--- config.mk ---
export PLATFORM = sky130hd
export DESIGN_NAME = mult_div_unit_flat
export DESIGN_NICKNAME = d
export VERILOG_FILES = /design/src/rtl/mult_div_unit_if.sv /design/src/rtl/mult_div_unit.sv /design/src/flat_wrapper.sv
export SDC_FILE = /design/constraint.sdc
export NUM_CORES = 1
export LEC_CHECK = 0
export ABC_CLOCK_PERIOD_IN_PS = 3900
export CORE_UTILIZATION = 25
export DETAILED_ROUTE_END_ITERATION = 8
export PLACE_DENSITY = 0.51
export SYNTH_ARGS = -nofsm -noshare
export SYNTH_HDL_FRONTEND = slang
export SYNTH_SLANG_ARGS = --single-unit
--- constraint.sdc ---
create_clock -name CLK -period 3.9 [get_ports CLK]
set_input_delay 0.975 -clock CLK [delete_from_list [all_inputs] [get_ports CLK]]
set_output_delay 0.975 -clock CLK [all_outputs]
set_load 0.01 [all_outputs]
--- src/rtl/mult_div_unit_if.sv ---
// mult_div_unit_if: pipeline-side bundle for the iterative multiply/divide unit.
//   Start      launch Op with SrcA/SrcB (sampled on the same edge)
//   Op         00 MULT, 01 MULTU, 10 DIV, 11 DIVU
//   SrcA/SrcB  operands (ReadData1/ReadData2)
//   MtHi/MtLo  write SrcA into HI/LO (only while not busy)
//   Busy       operation in flight, pipeline must stall
//   Done       one-cycle pulse, HI/LO hold the new result
//   HI/LO      result registers (product high/low, remainder/quotient)
// master: pipeline side; slave: the unit.
interface mult_div_unit_if #(
  parameter int unsigned WIDTH = 32
);
  logic             Start;
  logic [1:0]       Op;
  logic [WIDTH-1:0] SrcA;
  logic [WIDTH-1:0] SrcB;
  logic             MtHi;
  logic             MtLo;
  logic             Busy;
  logic             Done;
  logic [WIDTH-1:0] HI;
  logic [WIDTH-1:0] LO;

  modport master (
    output Start, Op, SrcA, SrcB, MtHi, MtLo,
    input  Busy, Done, HI, LO
  );

  modport slave (
    input  Start, Op, SrcA, SrcB, MtHi, MtLo,
    output Busy, Done, HI, LO
  );
endinterface

--- src/rtl/mult_div_unit.sv ---
// mult_div_unit: iterative MIPS MULT/MULTU/DIV/DIVU with HI/LO and MTHI/MTLO.
// Ports:
//   CLK    clock, rising edge
//   RST_N  asynchronous active-low reset
//   bus    mult_div_unit_if.slave (Start/Op/SrcA/SrcB/MtHi/MtLo in,
//          Busy/Done/HI/LO out)
// Latency: Start edge, WIDTH RUN edges, one FIX edge writing HI/LO, then Done
// for one cycle. Signed ops work on magnitudes; sign is applied in FIX.
// Optional build macro MDU_FAST_MUL_EN: multiplies use a single-cycle product
// and go straight from Start to FIX (Done in the 2nd cycle); divides unchanged.
module mult_div_unit #(
  parameter int unsigned WIDTH = 32
) (
  input logic             CLK,
  input logic             RST_N,
  mult_div_unit_if.slave  bus
);

  localparam int unsigned CW = $clog2(WIDTH);

  typedef enum logic [1:0] {StIdle, StRun, StFix, StDone} stateT;

  stateT              state;
  logic [1:0]         opReg;
  logic               negA;
  logic               negB;
  logic [WIDTH-1:0]   rawA;
  logic [WIDTH-1:0]   magB;
  logic [2*WIDTH-1:0] acc;
  logic [WIDTH:0]     rem;
  logic [WIDTH-1:0]   quo;
  logic [CW-1:0]      counter;
  logic               busyReg;
  logic               doneReg;
  logic [WIDTH-1:0]   hiReg;
  logic [WIDTH-1:0]   loReg;

  // Operand capture
  logic             startSigned;
  logic             startNegA;
  logic             startNegB;
  logic [WIDTH-1:0] startMagA;
  logic [WIDTH-1:0] startMagB;

  // Iteration step
  logic [WIDTH:0]     mulSum;
  logic [2*WIDTH-1:0] mulNext;
  logic [WIDTH:0]     divShift;
  logic [WIDTH+1:0]   divDiff;
  logic               divOk;
  logic [WIDTH:0]     remNext;
  logic [WIDTH-1:0]   quoNext;

  // Final sign fix-up
  logic               flip;
  logic [2*WIDTH-1:0] prodRaw;
  logic [2*WIDTH-1:0] prodFix;
  logic [WIDTH-1:0]   quoFix;
  logic [WIDTH-1:0]   remLow;
  logic [WIDTH-1:0]   remFix;
  logic               divByZero;

  always_comb begin
    startSigned = ~bus.Op[0];
    startNegA   = startSigned & bus.SrcA[WIDTH-1];
    startNegB   = startSigned & bus.SrcB[WIDTH-1];
    startMagA   = startNegA ? -bus.SrcA : bus.SrcA;
    startMagB   = startNegB ? -bus.SrcB : bus.SrcB;

    // Shift-add: add multiplicand into the top half when the LSB is set,
    // then shift the whole accumulator right (carry lands in the MSB).
    mulSum  = {1'b0, acc[2*WIDTH-1:WIDTH]} + (acc[0] ? {1'b0, magB} : '0);
    mulNext = {mulSum, acc[WIDTH-1:1]};

    // Restoring divide: bring in the next dividend bit, subtract if it fits.
    divShift = {rem[WIDTH-1:0], quo[WIDTH-1]};
    divDiff  = {1'b0, divShift} - {2'b00, magB};
    divOk    = ~divDiff[WIDTH+1];
    remNext  = divOk ? divDiff[WIDTH:0] : divShift;
    quoNext  = {quo[WIDTH-2:0], divOk};

    flip = negA ^ negB;
`ifdef MDU_FAST_MUL_EN
    // acc still holds {0, |SrcA|} from Start; sign applied below like the slow path.
    prodRaw = {{WIDTH{1'b0}}, acc[WIDTH-1:0]} * {{WIDTH{1'b0}}, magB};
`else
    prodRaw = acc;
`endif
    prodFix   = flip ? -prodRaw : prodRaw;
    quoFix    = flip ? -quo : quo;
    remLow    = rem[WIDTH-1:0];
    remFix    = negA ? -remLow : remLow;
    divByZero = (magB == '0);
  end

  always_ff @(posedge CLK or negedge RST_N) begin
    if (!RST_N) begin
      state   <= StIdle;
      opReg   <= '0;
      negA    <= 1'b0;
      negB    <= 1'b0;
      rawA    <= '0;
      magB    <= '0;
      acc     <= '0;
      rem     <= '0;
      quo     <= '0;
      counter <= '0;
      busyReg <= 1'b0;
      doneReg <= 1'b0;
      hiReg   <= '0;
      loReg   <= '0;
    end else begin
      unique case (state)
        StIdle, StDone: begin
          doneReg <= 1'b0;
          if (bus.Start) begin
            // Start wins over a simultaneous move.
            opReg   <= bus.Op;
            negA    <= startNegA;
            negB    <= startNegB;
            rawA    <= bus.SrcA;
            magB    <= startMagB;
            acc     <= {{WIDTH{1'b0}}, startMagA};
            quo     <= startMagA;
            rem     <= '0;
            counter <= '0;
            busyReg <= 1'b1;
`ifdef MDU_FAST_MUL_EN
            state   <= bus.Op[1] ? StRun : StFix;
`else
            state   <= StRun;
`endif
          end else begin
            if (bus.MtHi) hiReg <= bus.SrcA;
            if (bus.MtLo) loReg <= bus.SrcA;
            busyReg <= 1'b0;
            state   <= StIdle;
          end
        end
        StRun: begin
          if (opReg[1]) begin
            rem <= remNext;
            quo <= quoNext;
          end else begin
            acc <= mulNext;
          end
          counter <= counter + 1'b1;
          if (counter == CW'(WIDTH - 1)) state <= StFix;
        end
        StFix: begin
          if (!opReg[1]) begin
            hiReg <= prodFix[2*WIDTH-1:WIDTH];
            loReg <= prodFix[WIDTH-1:0];
          end else if (divByZero) begin
            hiReg <= rawA;
            loReg <= '1;
          end else begin
            hiReg <= remFix;
            loReg <= quoFix;
          end
          busyReg <= 1'b0;
          doneReg <= 1'b1;
          state   <= StDone;
        end
        default: state <= StIdle;
      endcase
    end
  end

  assign bus.Busy = busyReg;
  assign bus.Done = doneReg;
  assign bus.HI   = hiReg;
  assign bus.LO   = loReg;

endmodule

--- src/flat_wrapper.sv ---
// flat-port wrapper written by rule: the top's interface ports become plain ports
module mult_div_unit_flat 
#(
  parameter int unsigned WIDTH = 32
)
  (CLK, RST_N, bus_Start, bus_Op, bus_SrcA, bus_SrcB, bus_MtHi, bus_MtLo, bus_Busy, bus_Done, bus_HI, bus_LO);
  mult_div_unit_if #(.WIDTH(WIDTH)) bus_i ();
  input logic CLK;
  input logic RST_N;
  input wire logic [$bits(bus_i.Start)-1:0] bus_Start;
  input wire logic [$bits(bus_i.Op)-1:0] bus_Op;
  input wire logic [$bits(bus_i.SrcA)-1:0] bus_SrcA;
  input wire logic [$bits(bus_i.SrcB)-1:0] bus_SrcB;
  input wire logic [$bits(bus_i.MtHi)-1:0] bus_MtHi;
  input wire logic [$bits(bus_i.MtLo)-1:0] bus_MtLo;
  output wire logic [$bits(bus_i.Busy)-1:0] bus_Busy;
  output wire logic [$bits(bus_i.Done)-1:0] bus_Done;
  output wire logic [$bits(bus_i.HI)-1:0] bus_HI;
  output wire logic [$bits(bus_i.LO)-1:0] bus_LO;
  assign bus_i.Start = bus_Start;
  assign bus_i.Op = bus_Op;
  assign bus_i.SrcA = bus_SrcA;
  assign bus_i.SrcB = bus_SrcB;
  assign bus_i.MtHi = bus_MtHi;
  assign bus_i.MtLo = bus_MtLo;
  assign bus_Busy = bus_i.Busy;
  assign bus_Done = bus_i.Done;
  assign bus_HI = bus_i.HI;
  assign bus_LO = bus_i.LO;
  mult_div_unit #(.WIDTH(WIDTH)) u_core (.CLK(CLK), .RST_N(RST_N), .bus(bus_i));
endmodule
==> results of run 1 <==
[worst min path at each step]
stage	cells past startpoint	start	endpoint
after detailed placement	2	u_core.rawA[0]	u_core.rawA[0]
after floorplan	2	u_core.rawA[0]	u_core.rawA[0]
after global placement	2	u_core.rawA[0]	u_core.rawA[0]
after CTS	1	RST_N	u_core.bus.LO[11]
after global routing	1	RST_N	u_core.bus.LO[11]
final	1	RST_N	u_core.bus.LO[11]
[metal layers]
metal,routed length [um],share of wire (%)
met3,4590,6.0
met5,0,0
met4,1650,2.2
met2,33800,45
met1,35800,47
[flip-flops by register name, summed over array words and instances (netlist names)]
| register | count |
|---|---|
| u_core.acc | 64 |
| u_core.bus.Busy | 1 |
| u_core.bus.Done | 1 |
| u_core.bus.HI | 32 |
| u_core.bus.LO | 32 |
| u_core.counter | 5 |
| u_core.magB | 32 |
| u_core.negA | 1 |
| u_core.negB | 1 |
| u_core.opReg | 1 |
| u_core.quo | 32 |
| u_core.rawA | 32 |
| u_core.rem | 32 |
| u_core.state | 2 |
[critical path, delay by kind of cell, from the launching register on]
kind	cells	cell delay [ns]
compound gates	7	1.97
simple gates	2	0.41
flops	1	0.37
fa+ha+maj	1	0.35
buf+inv	1	0.36
[per-stage QoR]
step                      std cells  instance area (um2)  hold WS [ns]  setup slack, ns
after floorplan                2463                20000         0.445            0.625
after global placement         3606                23000         0.463           0.0502
after detailed placement       3606                23000         0.470           0.0800
after CTS                      3670                24200         0.431            0.406
after global routing           3670                24200         0.451            0.109
final                          3670                24200         0.384            0.306
[kinds of logic after synthesis]
| group | count (synthesis) | share of synthesized area (%) |
|---|---|---|
| AOI/OAI and AO/OA | 808 | 26.1 |
| muxes | 44 | 2.41 |
| DFF | 268 | 33.6 |
| adders and majority gates | 76 | 4.84 |
| xor gates and xnor gates | 214 | 9.39 |
| buffers and inverters | 233 | 4.48 |
| and+or+nand+nor | 820 | 19.2 |
[cells in the final DEF, fill, tap and decap left out, types with 13 or more instances in the layout]
cell type        instances
nor4_1                  36
and3_1                  16
nand2b_1                21
a21o_1                  42
or3_1                   35
a31oi_1                 56
a32o_1                  18
o221ai_1                35
o211ai_1                36
o41ai_1                 14
dfrtp_1                267
nor3_1                  52
mux2_2                  32
nor2b_1                 22
clkdlybuf4s50_1        135
nand2_1                264
ha_1                    72
clkbuf_16               36
nand3_1                 26
a221o_1                 13
or2_2                   16
a211oi_1                14
a22oi_1                 36
o31ai_1                 45
o21a_1                  13
o21ai_0                215
xor2_1                 103
a21oi_1                192
buf_4                  106
nor2_1                 251
or4_1                   23
inv_1                   77
xnor2_1                109
[final cells by class]
type / instances / area, um2 / area share, %
Timing Repair Buffer: 248 / 2280 / 9.44
Inverter: 78 / 293 / 1.21
Tap cell: 1050 / 1310 / 5.43
Clock buffer: 46 / 948 / 3.92
Clock inverter: 18 / 201 / 0.833
Multi-Input combinational cell: 1962 / 12400 / 51.4
Sequential cell: 268 / 6710 / 27.7
[power by group]
part           internal (uW)  switching, uW
Clock                   1940           1420
Combinational           4550           7290
Sequential              3960           1350
Total                  10400          10100
==> run_results.csv, run 1 <==
group,metric,value,unit
outcome,status,"finished, final reports clean",
grt,grt_antenna_before_repair,3,
worst_setup_path,worstPathCellList,"inv_1 > nor2_1 > ha_1 > a21o_1 > a31oi_1 > o211ai_1 > a221oi_1 > o2bb2ai_1 > o21a_1 > or3_1 > a32o_1",
synth,ys_warn_count,0,
sta,period_minus_slack,3.59,ns
worst_setup_path,critPathMaxFanout,12,
worst_setup_path,cp-endpoint,"u_core.acc[53]",
worst_setup_path,arrival,4.04,ns
finish,utilization,30.6,%
synth,syn_avg_cell_area,8.10,um2
floorplan,core,79000,um2
clocking,cts-root-buf,"clkbuf_16",
worst_setup_path,crit_type,"reg -> reg",
run,cap_violations,0,
synth,synth-edff-count,0,
sta,drv_slew,0,
synth,synth_top_area_share,33.6,%
worst_setup_path,setup.worst_path.start_class,"flip-flop",
detailed_routing,drc_errors,0,
finish,area_delta_synth_final,21.1,%
finish,drive_above_1_share,9.39,%
clocking,htreeDepth,2,
worst_setup_path,crit_path_top_delay_cell,"a221oi_1",
floorplan,start_util,25.3,%
clocking,clock_sinks,268,
synth,yosys-top-cells-area,"dfrtp_1 34%, o21ai_0 5.4%, nand2_1 5.0%",
clocking,clockBufferDepth,3,
synth,synth_nets,2610,
pwr,power,20500,uW
detailed_routing,first_iter_violations,1637,
synth,ys_seq_area_share,33.6,%
synth,ys_top_cells_by_count,"268 x dfrtp_1, 267 x nand2_1, 253 x nor2_1",
grt,grtUsageMet2,28.8,%
grt,grt_use_met3,3.17,%
sta,fmaxAchievable,278,MHz
clocking,path_clk_slew,0.05,ns
clocking,cts_resized,0,
floorplan,row_count,103,
synth,syn_inst,2463,
worst_setup_path,end_kind,"flip-flop",
synth,netlist_area,20000,um2
grt,grtUsageMet1,26.4,%
finish,diodes,0,
finish,fin_nets,2741,
worst_setup_path,crit_path_max_incr_delay,0.51,ns
sta,fin_crit_sh,92.1,%
min_path,min_path_type,"in -> async",
sta,finalHoldViolCount,0,
synth,async_flop_share,100,%
detailed_routing,dr.pass1.iters,6,
floorplan,die_w,285,um
worst_setup_path,critPathLaunch,"u_core.acc[0]",
pwr,cellLeakagePower,0.0102,uW
clocking,clock_latency,0.59,ns
placement,place_congestion,0.893,
worst_setup_path,r2r-end,"u_core.acc[53]",
detailed_routing,routed_via_density,5.22,
grt,grt_pass1_wl,116,mm
synth,ys_types,78,
synth,yosysMostFrequentCell,"dfrtp_1",
placement,numPortBuffers,136,
floorplan,die_y,285,um
grt,grt_overflow,0,
clocking,cts_tree,"yes",
pwr,ir_drop,0.481,mV
floorplan,io_pins,137,
detailed_routing,ant_nets,0,
synth,synth_ff_type,"dfrtp_1",
grt,first_global_vias,18200,
clocking,cts_setup_buffers,0,
sta,worstMarginPinSlew,0.797,ns
grt,grt-busiest-layer,"met2",
clocking,postCtsHoldBufs,0,
floorplan,dieArea,81000,um2
finish,fillCellCount,8443,
sta,setup_tns,0,ns
synth,ys_ff_latch,268,
worst_setup_path,worst-r2r-cell-count,11,
synth,netlist.top_cell.by_area,"dfrtp_1",
detailed_routing,via_count,19200,
sta,rsz0062_at_grt,"false",
sta,slew_headroom,46.8,%
worst_setup_path,r2r-start,"u_core.acc[0]",
detailed_routing,wl,75.9,mm
grt,grt_max_degree,85,
clocking,cts_buffers,36,
worst_setup_path,regToRegSetupSlack,0.31,ns
detailed_routing,wire_per_inst,20.7,um
sta,finalSetupViolations,0,
grt,grt_util_all_layers,18.5,%
worst_setup_path,cp.required,4.35,ns
placement,hpwl,57.7,mm
pwr,power_density,848,nW/um2
sta,skew,0.0307,ns
(Power assumes the default switching activity.)
==> inputs of run 2 (changes only) <==
- CORE_UTILIZATION: 25 -> 50
- PLACE_DENSITY: 0.51 -> 0.8
==> run 2 against run 1 <==
Against the previous run: worst hold slack improved by 0.044 ns; clock skew fell by 0.014 ns; maximum frequency fell by 0.94%; combinational power barely moved; clock-buffer cell count rose by 2; sequential share of layout area rose by 0.99 points; via count rose by 4.4%; routed wire length fell by 11%; final cell count fell by 15%; total power fell by 1.8%; register-to-register slack got worse by 0.03 ns; largest cell class unchanged.
==> run_results.csv, run 2 (same netlist as run 1, synthesis figures left out) <==
group,metric,value,unit
detailed_routing,routed_via_density,6.42,
grt,grt_util_all_layers,33.0,%
detailed_routing,first_iter_violations,1934,
worst_setup_path,r2r-end,"u_core.rem[27]",
grt,grt_overflow,0,
placement,hpwl,50.5,mm
worst_setup_path,setup.worst_path.start_class,"flip-flop",
worst_setup_path,end_kind,"flip-flop",
placement,dp.cells,3053,
worst_setup_path,worst-r2r-cell-count,9,
sta,finalSetupViolations,0,
sta,rsz0062_at_grt,"false",
sta,worstMarginPinSlew,0.893,ns
floorplan,io_pins,137,
worst_setup_path,arrival,4.07,ns
finish,fin_cells,3115,
floorplan,start_util,51.2,%
clocking,htreeDepth,2,
finish,fin_area,23300,um2
worst_setup_path,critPathLaunch,"u_core.rem[9]",
floorplan,die_y,202,um
worst_setup_path,crit_top_cell,"a21oi_1",
worst_setup_path,r2r-start,"u_core.rem[9]",
finish,regMostFlops,"u_core.acc",
min_path,min_path_type,"in -> async",
finish,diodes,0,
pwr,power_density,862,nW/um2
detailed_routing,dr.pass1.iters,8,
worst_setup_path,crit_path_max_incr_delay,0.85,ns
floorplan,dieArea,40700,um2
pwr,ir_drop,0.567,mV
placement,place_congestion,1.00,
finish,final_common_cell,"dfrtp_1",
placement,place_area,22200,um2
grt,first_global_vias,19200,
pwr,internal_power,10300,uW
finish,fin_nets,2718,
sta,drv_slew,0,
pwr,switching_share,48.7,%
sta,fmaxAchievable,276,MHz
grt,grt_max_degree,104,
worst_setup_path,cp_num_buf_inv,0,
clocking,postCtsHoldBufs,0,
finish,drive_above_1_share,8.74,%
worst_setup_path,critPathMaxFanout,8,
clocking,cts_buffers,34,
detailed_routing,wire_per_inst,21.8,um
sta,skew,0.0170,ns
worst_setup_path,crit_family,"compound AO/OA/AOI/OAI gates",
worst_setup_path,crit_type,"reg -> reg",
floorplan,core,39000,um2
pwr,cellLeakagePower,0.0101,uW
pwr,p_comb_share,58.5,%
worst_setup_path,critical_path_depth,9,
sta,finalHoldViolCount,0,
floorplan,die_w,202,um
run,cap_violations,0,
detailed_routing,wl,67.8,mm
clocking,path_clk_slew,0.06,ns
clocking,clock_sinks,268,
worst_setup_path,cp-endpoint,"u_core.rem[27]",
grt,grt_antenna_before_repair,1,
clocking,clockBufferDepth,3,
detailed_routing,via_count,20000,
grt,grt_pass1_wl,106,mm
finish,final_cell_mix,"267 x dfrtp_1, 264 x nand2_1, 251 x nor2_1",
pwr,clkPwrFrac,15.8,%
detailed_routing,ant_nets,0,
clocking,clock_latency,0.56,ns
floorplan,row_count,72,
finish,area_delta_synth_final,16.9,%
worst_setup_path,regToRegSetupSlack,0.27,ns
clocking,cts_tree,"yes",
sta,period_minus_slack,3.63,ns
worst_setup_path,crit_path_top_delay_cell,"a2111oi_0",
worst_setup_path,worstPathCellList,"ha_1 > a21oi_1 > o211ai_1 > a311oi_1 > a21oi_1 > a2111oi_0 > or4_1 > nand3_1 > a31o_2",
clocking,cts-root-buf,"clkbuf_16",
finish,largest_reg_flops,64,
outcome,status,"finished, final reports clean",
sta,slew_headroom,38.9,%
pwr,p_switching,9800,uW
detailed_routing,drc_errors,0,
placement,numPortBuffers,136,
worst_setup_path,cp.required,4.34,ns
sta,fin_crit_sh,93.0,%
pwr,seq_power_share,25.8,%
==> run 2: cell count changes in the layout (fill, tap and decap cells not counted), sizes merged <==
cell	change
buf	-21
clkinv	-5
bufinv	-2
clkbuf	+2
clkinvlp	+2
inv	+1
==> run 2: worst min path at each step <==
| stage | start | end | slack (ns) | depth (start not counted) |
|---|---|---|---|---|
| CTS | RST_N | u_core.bus.LO[10] | 0.47 | 1 |
| finish | RST_N | u_core.bus.LO[14] | 0.43 | 1 |
| detailed placement | u_core.rawA[0] | u_core.rawA[0] | 0.47 | 2 |
| global placement | u_core.rawA[0] | u_core.rawA[0] | 0.46 | 2 |
| global route | RST_N | u_core.bus.LO[14] | 0.48 | 1 |
| floorplan | u_core.rawA[0] | u_core.rawA[0] | 0.44 | 2 |
==> run 2: repair_timing <==
action / 4_1_cts / 5_1_grt
gates resized for setup: 0 / 1
buffers inserted: 0 / 0
setup endpoints to repair: 0 / 3
==> run 2: final cells by class <==
class	count	area, um2
Inverter	78	293
Tap cell	518	648
Multi-Input combinational cell	1962	12400
Clock inverter	14	129
Clock buffer	48	995
Timing Repair Buffer	227	2140
Fill cell	3372	15700
Sequential cell	268	6710
==> run 2: power by group through the flow <==
stage	Combinational [uW]	Sequential (uW)	Clock, uW
2_1_floorplan	7800	4920	0
3_3_place_gp	11200	5110	0
3_5_place_dp	11500	5160	0
4_1_cts	11600	5130	3190
5_1_grt	12800	5320	3310
6_report	11800	5190	3170
==> run 2: worst register-to-register path, cell delays in order (launching register included) <==
cell and delay (ns):
dfrtp_1 0.47, ha_1 0.46, a21oi_1 0.33, o211ai_1 0.14, a311oi_1 0.47, a21oi_1 0.22
a2111oi_0 0.85, or4_1 0.22, nand3_1 0.09, a31o_2 0.27
==> run 2: layer usage <==
layer / wire length (um) / global-route usage, % / up-vias
met5: 0 / 0 / -
met4: 3410 / 16.4 / 0
met3: 5940 / 6.05 / 219
met2: 32000 / 54.5 / 1056
met1: 26400 / 41.6 / 9535
li1: - / - / 9202
==> run 2: through the flow <==
step | setup slack, ns | hold WS [ns] | power, uW | TNS, ns | utilization, %
after floorplan | 0.625 | 0.445 | 12700 | 0 | -
after global placement | -0.135 | 0.458 | 16300 | -0.488 | 57.0
after detailed placement | -0.236 | 0.473 | 16700 | -0.854 | 57.0
after CTS | 0.313 | 0.468 | 19900 | 0 | 59.8
after global routing | 0.0815 | 0.482 | 21400 | 0 | 59.8
final | 0.272 | 0.428 | 20100 | 0 | 59.8
==> patch 1 (settings of run 1) <==
Re-encode `stateT` (4 states) as one-hot, 4 bits wide.
--- a/src/rtl/mult_div_unit.sv
+++ b/src/rtl/mult_div_unit.sv
@@ -19,5 +19,5 @@
   localparam int unsigned CW = $clog2(WIDTH);
 
-  typedef enum logic [1:0] {StIdle, StRun, StFix, StDone} stateT;
+  typedef enum logic [3:0] {StIdle = 4'b0001, StRun = 4'b0010, StFix = 4'b0100, StDone = 4'b1000} stateT;
 
   stateT              state;
Function: no difference found for any inputs over 4 cycles, from zero or initial values and one cycle with RST_N low; so few cycles prove little.
==> patch 1 against run 1 <==
Sequential power rose by 5.5%. Synthesized area shrank 0.78%. Final area increased by 0.80%. Power is 8.7% higher. Fmax fell by 3.3%. Routed wire length grew 6.5%. Sequential cell count increased by 2. Die area is 0.78% lower. Hold slack gained 0.017 ns. Sequential share of layout area barely moved. Clock skew decreased by 0.0039 ns. Worst setup slack worse by 0.12 ns. Critical path type unchanged.
==> patch 1: results (changes against run 1) <==
DRT-VIAS-PER-INSTANCE=5.33  # +2.1%
CRITICAL_PATH.MAX_FANOUT=6  # -6
TIGHTEST_SLEW_NS=1.08  # +0.280 ns
MAPPEDNETLISTNETS=2645  # +1.3%
POSTSYNTHCELLCOUNT=2501  # +1.5%
CRITICAL_PATH.MAX_STAGE_DELAY_NS=0.72  # +0.21 ns
RR_ENDPOINT='u_core.bus.LO[31]'
INITIALDRTVIOLATIONCOUNT=1662  # +1.5%
FINAL.FILL_COUNT=8344  # -1.2%
FIRST_GLOBAL_VIAS=18941  # +3.9%
SETUP.REG_TO_REG.WORST_SLACK_NS=0.19  # -0.12 ns
TRITONCTS.NUM_BUFFERS=36  # unchanged
CRITICAL-PATH-TOP-DELAY-FAMILY='simple AND/OR/NAND/NOR gates'
CTS_ROOT_BUF='clkbuf_16'
WIRE_PER_INST_UM=21.7  # +4.8%
IRDROPWORSTVDD_V=0.000383  # -20%
TNS_NS=0  # unchanged
DOMINANTREGCELLSYNTH='dfrtp_1'
SYNTH_TOP_CELLS_BY_AREA='dfrtp_1 34%, o21ai_0 6.6%, nand2_1 6.2%'
PORT_BUFFERS=136  # unchanged
INSERTION_DELAY_NS=0.57  # -0.02 ns
SYNTH.DISTINCT_CELLS=79  # +1.3%
LARGEST_REGISTER_FFS=64  # unchanged
TOTAL_ITERATIONS_OF_THE_FIRST_DETAILED_ROUTING_RUN=5  # -1
ANTENNA_FOUND_INITIAL=1  # -2
HTREE_NUM_LEVELS=2  # unchanged
POST_CTS_BUFFERS=0  # unchanged
GR-USAGE-ALL-LAYERS_PCT=19.7  # +1.2 points
SYNTH-WARNING-COUNT=0  # unchanged
GRT_FIRST_PASS_WIRELENGTH_MM=123  # +5.8%
FINAL_LAYOUT_SIZE_SUFFIX_GT1_SHARE_PCT=9.19  # -0.20 points
POWER.STATIC_LEAKAGE_nW=10.3  # +0.27%
CLK_PIN_SLEW_NS=0.06
CRITICAL-PATH-SLOWEST-CELL='or4b_1'
DPL_WORST_SLACK_NS=0.159  # +0.0791 ns
HOLD_PATH_CLASS='input pin to async pin'
RANKING_OF_SYNTHESIZED_CELLS_BY_INSTANCE_COUNT='329 x nand2_1, 269 x dfrtp_1, 262 x o21ai_0'
INSERTEDDIODECOUNT=0  # unchanged
LAYOUT.NETS=2809  # +2.5%
GRT_START_MAX_NET_PINS=165  # +94%
REGMOSTFLOPS='u_core.acc'
SWITCHING_SHARE_PCT=49.0  # about the same
SHARE_OF_FLIP_FLOPS_WITH_AN_ASYNCHRONOUS_SET_OR_RESET_AFTER_SYNTHESIS_PCT=100  # unchanged
LAYOUT.CELLS.NON_FILLER=3729  # +1.6%
STATUS='finished, final reports clean'
GP_ROUTABILITY_CONGESTION=0.934  # +4.7%
CTS-ROOT-TO-SINK-BUFFERS=3  # unchanged
RR_STARTPOINT='u_core.quo[12]'
RR_WORST_DEPTH=7  # -4
SYNTH.YOSYS.SEQ_AREA_SHARE_PCT=34.1  # +0.52 points
FINCLKSKEW_NS=0.0268  # -0.00386 ns
HPWLAFTERDP_MM=61.8  # +7.1%
-- patch 1: repair_timing --
item                                   in CTS  in global routing
resized for setup                           0                  3
hold buffers                                0                  0
setup endpoints to repair                   0                 24
endpoints found under the hold margin       0                  0
-- patch 1: per-stage QoR --
stage                     hold WS, ns  total power [mW]  utilization (%)  instance area, um2
final                           0.401              22.3             31.3               24400
after floorplan                 0.440              13.6                -               19800
after global routing            0.431              23.8             31.3               24400
after detailed placement        0.462              18.5             29.7               23100
after global placement          0.458              18.6             29.7               23100
after CTS                       0.399              22.2             31.2               24400
-- patch 1: worst max-delay path by stage --
stage | start | to | slack [ns] | cells past startpoint
2_1_floorplan | bus_SrcA[3] | u_core.acc[27] | 0.57 | 9
3_3_place_gp | u_core.quo[12] | u_core.bus.LO[31] | 0.07 | 7
3_5_place_dp | u_core.quo[12] | u_core.bus.LO[31] | 0.16 | 7
4_1_cts | u_core.quo[12] | u_core.bus.LO[31] | 0.14 | 7
5_1_grt | u_core.acc[0] | u_core.acc[54] | 0.01 | 13
6_report | u_core.quo[12] | u_core.bus.LO[31] | 0.19 | 7
-- patch 1: cell families (layout without fill, tap and decap cells) --
logic type | after synthesis | after routing | share of synthesized area, %
flip-flops | 270 | 270 | 34.1
multiplexers | 28 | 28 | 1.42
AO/OA/AOI/OAI | 792 | 792 | 24.8
adder cells (fa/ha/maj) | 73 | 73 | 4.69
buffers and inverters | 228 | 416 | 4.37
XOR/XNOR | 219 | 219 | 9.68
AND/OR/NAND/NOR | 891 | 891 | 20.9
-- patch 1: metal layers --
layer | up-vias | routed length [um] | track usage, %
li1 | 9399 | - | -
met1 | 9589 | 38200 | 28.8
met2 | 761 | 35300 | 30.5
met3 | 125 | 5200 | 2.08
met4 | 0 | 2150 | 5.49
met5 | - | 0 | 0
-- patch 1: layout make-up --
class,count,area [um2],share of cell area (%)
sequential,270,6760,27.7
timing repair buffer,289,2580,10.6
inverter,65,244,1.00
multi-input combinational,2003,12300,50.3
tap,1040,1300,5.34
clock inverter,14,225,0.924
clock buffer,48,1010,4.13
-- patch 1: power groups by stage --
stage               clock network (mW)  logic, mW  registers, mW
finish                            3.56       13.1           5.60
global route                      3.74       14.3           5.75
CTS                               3.63       13.0           5.55
detailed placement                   0       12.9           5.60
global placement                     0       13.0           5.59
floorplan                            0       8.46           5.14
==> patch 2 (settings of run 1) <==
Made on the original files. `WIDTH` is set to 32 in 3 places; all go to 16.
--- a/src/rtl/mult_div_unit_if.sv
+++ b/src/rtl/mult_div_unit_if.sv
@@ -9,5 +9,5 @@
 // master: pipeline side; slave: the unit.
 interface mult_div_unit_if #(
-  parameter int unsigned WIDTH = 32
+  parameter int unsigned WIDTH = 16
 );
   logic             Start;
--- a/src/rtl/mult_div_unit.sv
+++ b/src/rtl/mult_div_unit.sv
@@ -10,5 +10,5 @@
 // and go straight from Start to FIX (Done in the 2nd cycle); divides unchanged.
 module mult_div_unit #(
-  parameter int unsigned WIDTH = 32
+  parameter int unsigned WIDTH = 16
 ) (
   input logic             CLK,
--- a/src/flat_wrapper.sv
+++ b/src/flat_wrapper.sv
@@ -2,5 +2,5 @@
 module mult_div_unit_flat 
 #(
-  parameter int unsigned WIDTH = 32
+  parameter int unsigned WIDTH = 16
 )
   (CLK, RST_N, bus_Start, bus_Op, bus_SrcA, bus_SrcB, bus_MtHi, bus_MtLo, bus_Busy, bus_Done, bus_HI, bus_LO);
Interface: changed (resized bus_HI, bus_LO, bus_SrcA and bus_SrcB); port bits go from 137 to 73. The function was not compared with the original's and may differ.
==> patch 2 against run 1 <==
Power fell by 48%. First-iteration DRC count fell by 67%. Synthesized area fell by 50%. Sequential power is 47% lower. Worst setup slack gained 0.36 ns. Routed wire length fell by 58%. Sequential cell count decreased by 129. Combinational power shrank 49%. Sequential share of layout area grew 1.5 points. Critical endpoint is now u_core.rem[3]. Final area decreased by 51%.
==> patch 2: results (changes against run 1) <==
PORT_BUFFERS=72  # -47%
SWITCHING_SHARE_PCT=46.7  # -2.4 points
METAL3_WL_MM=1.24  # -73%
PWR.GROUP.COMBINATIONAL_mW=6.00  # -49%
GRT_START_MAX_NET_PINS=67  # -21%
FIRST_GLOBAL_VIAS=8686  # -52%
GR-USAGE-ALL-LAYERS_PCT=15.9  # -2.5 points
RANKING_OF_SYNTHESIZED_CELLS_BY_INSTANCE_COUNT='139 x dfrtp_1, 117 x nor2_1, 106 x nand2_1'
GRT_FIRST_PASS_WIRELENGTH_MM=50.2  # -57%
INSERTION_DELAY_NS=0.44  # -0.15 ns
DPL_WORST_SLACK_NS=0.527  # +0.447 ns
TIGHTEST_SLEW_NS=0.951  # +0.154 ns
SYNTH.DISTINCT_CELLS=66  # -15%
SYNTH_TOP_CELLS_BY_AREA='dfrtp_1 35%, ha_1 5.2%, xnor2_1 4.9%'
CRITPATHARRIVALTIME_NS=3.55  # -0.49 ns
POWER.STATIC_LEAKAGE_nW=4.84  # -53%
CLK_PIN_SLEW_NS=0.07  # +0.02 ns
FINAL.FILL_COUNT=4115  # -51%
WIRE_PER_INST_UM=18.1  # -13%
LAYOUT.NETS=1294  # -53%
HOLD_PATH_CLASS='flop to flop'
HPWLAFTERDP_MM=23.6  # -59%
CLK-POWER_mW=1.76  # -47%
MET2_USAGE_PCT=25.2  # -3.6 points
HTREE_NUM_LEVELS=4  # +2
ANTENNA_FOUND_INITIAL=1  # -2
FINCLKSKEW_NS=0.0110  # -0.0197 ns
STATUS='finished, final reports clean'
==> patch 2: cell types whose count changed after synthesis, sizes merged, moves of 55 or more <==
cell	before	now
nand2	267	106
a21oi	194	54
nor2	253	117
dfrtp	268	139
o21ai	221	104
clkbuf	134	62
xor2	104	48
xnor2	110	55
==> patch 2: critical path, stage by stage, from the launching register on <==
cell,delay [ns]
dfrtp_1,0.51
ha_1,0.41
a21o_1,0.13
a21oi_1,0.15
a32o_1,0.28
a211oi_1,0.43
or3_1,0.41
nand2_1,0.35
o311ai_0,0.44
==> patch 2: through the flow <==
step / instance area, um2 / instances / power [mW]
floorplan: 9890 / 1162 / 6.87
global placement: 11300 / 1711 / 8.79
detailed placement: 11300 / 1711 / 8.86
CTS: 11900 / 1743 / 10.7
global route: 11900 / 1743 / 11.5
finish: 11900 / 1743 / 10.6
==> patch 2: final timing paths <==
check	slack, ns	from	endpoint	depth (start not counted)
setup / recovery	0.66	u_core.rem[7]	u_core.rem[3]	8
hold / removal	0.50	u_core.rawA[7]	u_core.rawA[7]	2
setup reg to reg	0.66	u_core.rem[7]	u_core.rem[3]	8
hold reg to reg	0.50	u_core.rawA[7]	u_core.rawA[7]	2
max in group asynchronous	2.61	RST_N	u_core.bus.HI[4]	2
min in group asynchronous	0.52	RST_N	u_core.bus.LO[13]	1
==> patch 2: cell type report <==
type,count,area share (%)
Clock buffer,19,3.81
Clock inverter,13,1.50
Inverter,51,1.61
Multi-Input combinational cell,902,50.3
Sequential cell,139,29.3
Tap cell,518,5.45
Timing Repair Buffer,101,8.11
==> patch 2: cell families after synthesis <==
kind of cell	synth area share (%)
flip-flops	35.2
buffers and inverters	4.68
multiplexers	3.21
adder cells (fa/ha/maj)	5.59
XOR/XNOR	9.12
AND/OR/NAND/NOR	17.7
AO/OA/AOI/OAI	24.5
